File: src/rtl/key_bounce_emu.sv
// Emulated mechanical push-button: one start request yields a press/hold/release
// cycle on key_n, with LFSR-timed contact bounce on both edges.
module key_bounce_emu #(
    parameter int unsigned BOUNCE_CYCLES = 250_000,
    parameter int unsigned GLITCH_W      = 12,
    parameter logic [15:0] SEED          = 16'hACE1
) (
    input  logic        clk,
    input  logic        rst_n,
    input  logic        start,
    input  logic [31:0] hold_cycles,
    output logic        key_n,
    output logic        busy,
    output logic        done,
    output logic [1:0]  dbg_state
);

    localparam int WIN_W = (BOUNCE_CYCLES > 0) ? $clog2(BOUNCE_CYCLES + 1) : 1;
    localparam logic [WIN_W-1:0] WIN_LAST = (BOUNCE_CYCLES > 0) ? WIN_W'(BOUNCE_CYCLES - 1) : '0;
    localparam int SEG_W = GLITCH_W + 1;
    localparam logic [15:0] SEED_EFF = (SEED == 16'h0) ? 16'hACE1 : SEED;
    localparam logic [15:0] TAPS = 16'hB400;

    typedef enum logic [1:0] {
        IDLE    = 2'd0,
        PRESS_B = 2'd1,
        HOLD    = 2'd2,
        REL_B   = 2'd3
    } state_t;

    state_t           state, state_nx;
    logic [WIN_W-1:0] win_cnt, win_nx;
    logic [SEG_W-1:0] seg_cnt, seg_nx, seg_load;
    logic [31:0]      hold_cnt, hold_cnt_nx;
    logic [31:0]      hold_len, hold_len_nx, hold_len_in;
    logic [15:0]      lfsr, lfsr_nx;
    logic             key_nx, busy_nx, done_nx, final_lvl;

    // start is a single-cycle request honoured only while IDLE; there is no
    // ready/ack, a request arriving while busy is simply dropped.
    assign seg_load    = {1'b0, lfsr[GLITCH_W-1:0]} + {{GLITCH_W{1'b0}}, 1'b1};
    assign hold_len_in = (hold_cycles == 32'd0) ? 32'd1 : hold_cycles;
    assign final_lvl   = (state == REL_B);
    assign dbg_state   = state;

    always_ff @(posedge clk or negedge rst_n) begin
        if (!rst_n) begin
            state    <= IDLE;
            win_cnt  <= '0;
            seg_cnt  <= '0;
            hold_cnt <= '0;
            hold_len <= '0;
            lfsr     <= SEED_EFF;
            key_n    <= 1'b1;
            busy     <= 1'b0;
            done     <= 1'b0;
        end else begin
            state    <= state_nx;
            win_cnt  <= win_nx;
            seg_cnt  <= seg_nx;
            hold_cnt <= hold_cnt_nx;
            hold_len <= hold_len_nx;
            lfsr     <= lfsr_nx;
            key_n    <= key_nx;
            busy     <= busy_nx;
            done     <= done_nx;
        end
    end

    always_comb begin
        state_nx    = state;
        win_nx      = win_cnt;
        seg_nx      = seg_cnt;
        hold_cnt_nx = hold_cnt;
        hold_len_nx = hold_len;
        key_nx      = key_n;
        busy_nx     = busy;
        done_nx     = 1'b0;
        lfsr_nx     = busy ? ({1'b0, lfsr[15:1]} ^ (lfsr[0] ? TAPS : 16'h0)) : lfsr;

        case (state)
            IDLE: begin
                key_nx  = 1'b1;
                busy_nx = 1'b0;
                if (start) begin
                    busy_nx     = 1'b1;
                    key_nx      = 1'b0;
                    hold_len_nx = hold_len_in;
                    hold_cnt_nx = '0;
                    win_nx      = '0;
                    seg_nx      = seg_load;
                    state_nx    = (BOUNCE_CYCLES == 0) ? HOLD : PRESS_B;
                end
            end
            PRESS_B, REL_B: begin
                if (win_cnt == WIN_LAST) begin
                    if (state == PRESS_B) begin
                        state_nx    = HOLD;
                        hold_cnt_nx = '0;
                        key_nx      = 1'b0;
                    end else begin
                        state_nx = IDLE;
                        key_nx   = 1'b1;
                        busy_nx  = 1'b0;
                        done_nx  = 1'b1;
                    end
                end else begin
                    win_nx = win_cnt + 1'b1;
                    if (seg_cnt == {{GLITCH_W{1'b0}}, 1'b1}) begin
                        key_nx = ~key_n;
                        seg_nx = seg_load;
                    end else begin
                        seg_nx = seg_cnt - 1'b1;
                    end
                    // The window's last cycle settles on the target level regardless of bounce.
                    if (win_nx == WIN_LAST) key_nx = final_lvl;
                end
            end
            HOLD: begin
                key_nx = 1'b0;
                if (hold_cnt == hold_len - 32'd1) begin
                    if (BOUNCE_CYCLES == 0) begin
                        state_nx = IDLE;
                        key_nx   = 1'b1;
                        busy_nx  = 1'b0;
                        done_nx  = 1'b1;
                    end else begin
                        state_nx = REL_B;
                        win_nx   = '0;
                        seg_nx   = seg_load;
                        key_nx   = 1'b1;
                    end
                end else begin
                    hold_cnt_nx = hold_cnt + 32'd1;
                end
            end
            default: state_nx = IDLE;
        endcase
    end

endmodule

File: config.mk
export PLATFORM = sky130hd
export DESIGN_NAME = key_bounce_emu
export DESIGN_NICKNAME = d
export VERILOG_FILES = /design/src/rtl/key_bounce_emu.sv
export SDC_FILE = /design/constraint.sdc
export NUM_CORES = 1
export LEC_CHECK = 0
export ABC_AREA = 1
export ABC_CLOCK_PERIOD_IN_PS = 4800
export BUFFER_PORTS_ARGS = -buffer_cell sky130_fd_sc_hd__buf_2
export CORE_UTILIZATION = 25
export CTS_BUF_LIST = sky130_fd_sc_hd__clkbuf_4
export DETAILED_ROUTE_END_ITERATION = 7
export HOLD_SLACK_MARGIN = 0.1
export RECOVER_POWER = 25
export SYNTH_ARGS = -nofsm -noshare
export SYNTH_HDL_FRONTEND = slang
export SYNTH_SLANG_ARGS = --single-unit
File: constraint.sdc
create_clock -name clk -period 4.8 [get_ports clk]
set_input_delay 1.44 -clock clk [delete_from_list [all_inputs] [get_ports clk]]
set_output_delay 1.44 -clock clk [all_outputs]
set_load 0.005 [all_outputs]
==> flow_summary.toml <==
[synthesis]
ys.flop_type = "dfrtp_1"
synth.area.mux_share_pct = 2.71
synth_edf_count = 0
synth_cell_types = 42
synth_top_family_by_area = "simple AND/OR/NAND/NOR gates"
synth-simple-area-share_pct = 37.5
ys_seq_area_share_pct = 35.1
async_reset_ff_share_pct = 100
synthAdderAreaFrac_pct = 1.81
avgSynthCellArea_um2 = 7.06
ys_ff_latch = 116
syn_nets = 1224
syn-cell-area_um2 = 8310
synth_compound_area_share_pct = 5.90
syn_inst = 1177
yosys_warnings = 0
synth_top_area_share_pct = 32.2
ys_top_cells_by_area = "dfrtp_1 (32%), nand2_1 (16%), xor2_1 (6.2%)"
synth-xor-area-share_pct = 9.27
synth_area_leader_cell = "dfrtp_1"

[power]
cellPowerDensity_nw_per_um2 = 471
p_leak_nw = 4.13
irDropWorstVdd_v = 0.000279
power_mw = 4.37

[sta]
fin_crit_ns = 3.28
fmax_mhz = 305
fin_crit_sh_pct = 68.4
drv_slew = 69
grt_setup_unrepaired = "false"
setup_violations = 0
slew_headroom_pct = -17.9
hold_violations = 0
tightest_slew_ns = 1.77
holdWs_ns = 0.488
fin_setup_tns_ns = 0
fin_worst_skew_ns = 0.0193

[global_routing]
antenna_found_initial = 0
grt_max_degree = 69
gr-usage-all-layers_pct = 13.1
grt_first_pass_wirelength_um = 35500
first_global_vias = 7094
grt_overflow = 0

[critical_path]
r2r_start = "hold_len[0]"
crit_path_cell_trace = "clkbuf_1, buf_2"
crit_arrival_ns = 1.84
max_stage_delay_ns = 0.67
crit_family = "buffers and inverters"
critPathLaunchType = "flop"
r2r_cells = 15
crit_buf_inv = 2
crit_path_top_delay_cell = "clkbuf_1"
crit_cells = 2
crit_start = "busy"
crit_fanout = 22
path_class = "flop to primary output"
end_kind = "primary output"
crit_required_ns = 3.36

[route]
met3_wirelength_um = 936
viasPerCell = 4.55
drc_errors = 0
wl_met2_um = 9880
drt_iter0_drc = 539
drtAntennaViolNets = 0
dr_total_vias = 7544
first_pass_iters = 5
m1WireLength_um = 10200
dr.max_layer_used = "met4"
avgRoutedWirePerCell_um = 12.9
routed_wl_um = 21300

[finish]
num_antenna_cells = 0
fin_cells = 1658
layout_common_cells = "nand2_1 (354), nor2_1 (130), inv_1 (115), dfrtp_1 (107), xor2_1 (59)"
final_common_cell = "nand2_1"
n_fill_cell = 3583
nets = 1250
area_growth_pct = 11.7
drive_above_1_share_pct = 12.9
utilization_pct = 28.5

[cts]
cts_buffer_depth = 2
clock-root-buffer = "clkbuf_4"
path_clk_slew_ns = 0.11
cts_buffers = 17
clock_latency_ns = 0.57
cts_tree = "built"
holdBufCountCts = 0
cts_setup_buffers = 0
cts_resized = 0
cts_sinks = 116
h-tree-depth = 4

[worst_hold_path]
holdCritPathClass = "flop to flop"
whs_path_depth = 2
hp-start = "lfsr[15]"

[floorplanning]
core_area_um2 = 32600
fp.dieH_um = 184
chipWidth_um = 184
initial_core_util_pct = 25.5
io_pins = 40
dieArea_um2 = 34000
rows = 66

[flow_run]
drv_cap = 1

[run_status]
status = "finished with violations"
violations = "max-capacitance violations, max-slew violations"

[placement]
placedCellCount = 1626
hpwl_um = 15700
place_congestion = 0.947
io_buffers = 39
## metal layers
| layer | global-route usage (%) | vias to the layer above |
|---|---|---|
| met5 | 0 | - |
| met4 | 3.13 | 0 |
| met3 | 2.87 | 24 |
| met2 | 21.7 | 153 |
| met1 | 17.1 | 3526 |
| li1 | - | 3841 |
## power by group
part	total [mW]	internal (mW)	leakage, nW	switching, mW
logic	1.92	0.643	2.41	1.28
clock network	0.988	0.567	0.205	0.422
registers	1.46	1.19	1.51	0.267
## registers in the layout (all words and copies together), names as in the netlist
name       cells
seg_cnt       13
done           1
busy           1
lfsr          16
hold_cnt      32
dbg_state      2
key_n          1
win_cnt       18
hold_len      32
## logic make-up (layout without fill, tap and decap cells)
group                      count (synthesis)  in the layout
AOI/OAI and AO/OA                         93             93
xor gates and xnor gates                  88             88
adders and majority gates                 12             12
buffers and inverters                    155            194
DFF                                      116            116
muxes                                     20             20
and+or+nand+nor                          693            693
## synth_stat cells, types with 12 or more instances
cell      number
clkbuf_1      19
xor2_1        59
o21ai_1       27
nor3_1        27
nand2_1      354
or2_2         24
nor2_1       130
dfrtp_1      107
ha_1          12
nor4_1        15
xnor2_1       29
nand3_1       49
nand4_1       55
inv_1        115
mux2_2        20
o21ai_0       46
## cell type report
type	count	area, um2	area share (%)
clock buffer	17	128	1.38
clock inverter	15	259	2.79
inverter	117	439	4.73
multi-input combinational	906	4750	51.2
sequential	116	2910	31.4
tap	442	553	5.96
timing repair buffer	45	236	2.55
## path summary, 6_finish.rpt
path	endpoint	slack, ns
min reg2reg	lfsr[15]	0.49
min in group asynchronous	hold_len[31]	1.31
max reg2reg	hold_cnt[19]	1.59
max	busy	1.52
max in group asynchronous	lfsr[11]	2.21
min	lfsr[15]	0.49
## worst min-delay path: stages (launching register included)
cell and delay (ns):
dfstp_2 0.38, inv_1 0.05, o21ai_0 0.07
## through the flow
step | instance area (um2) | worst slack (ns)
finish | 9280 | 1.52
global route | 9280 | 1.26
CTS | 9290 | 1.65
detailed placement | 8900 | 1.68
global placement | 8900 | 1.74
floorplan | 8310 | 2.41
Power figures use the tool's default switching activity.
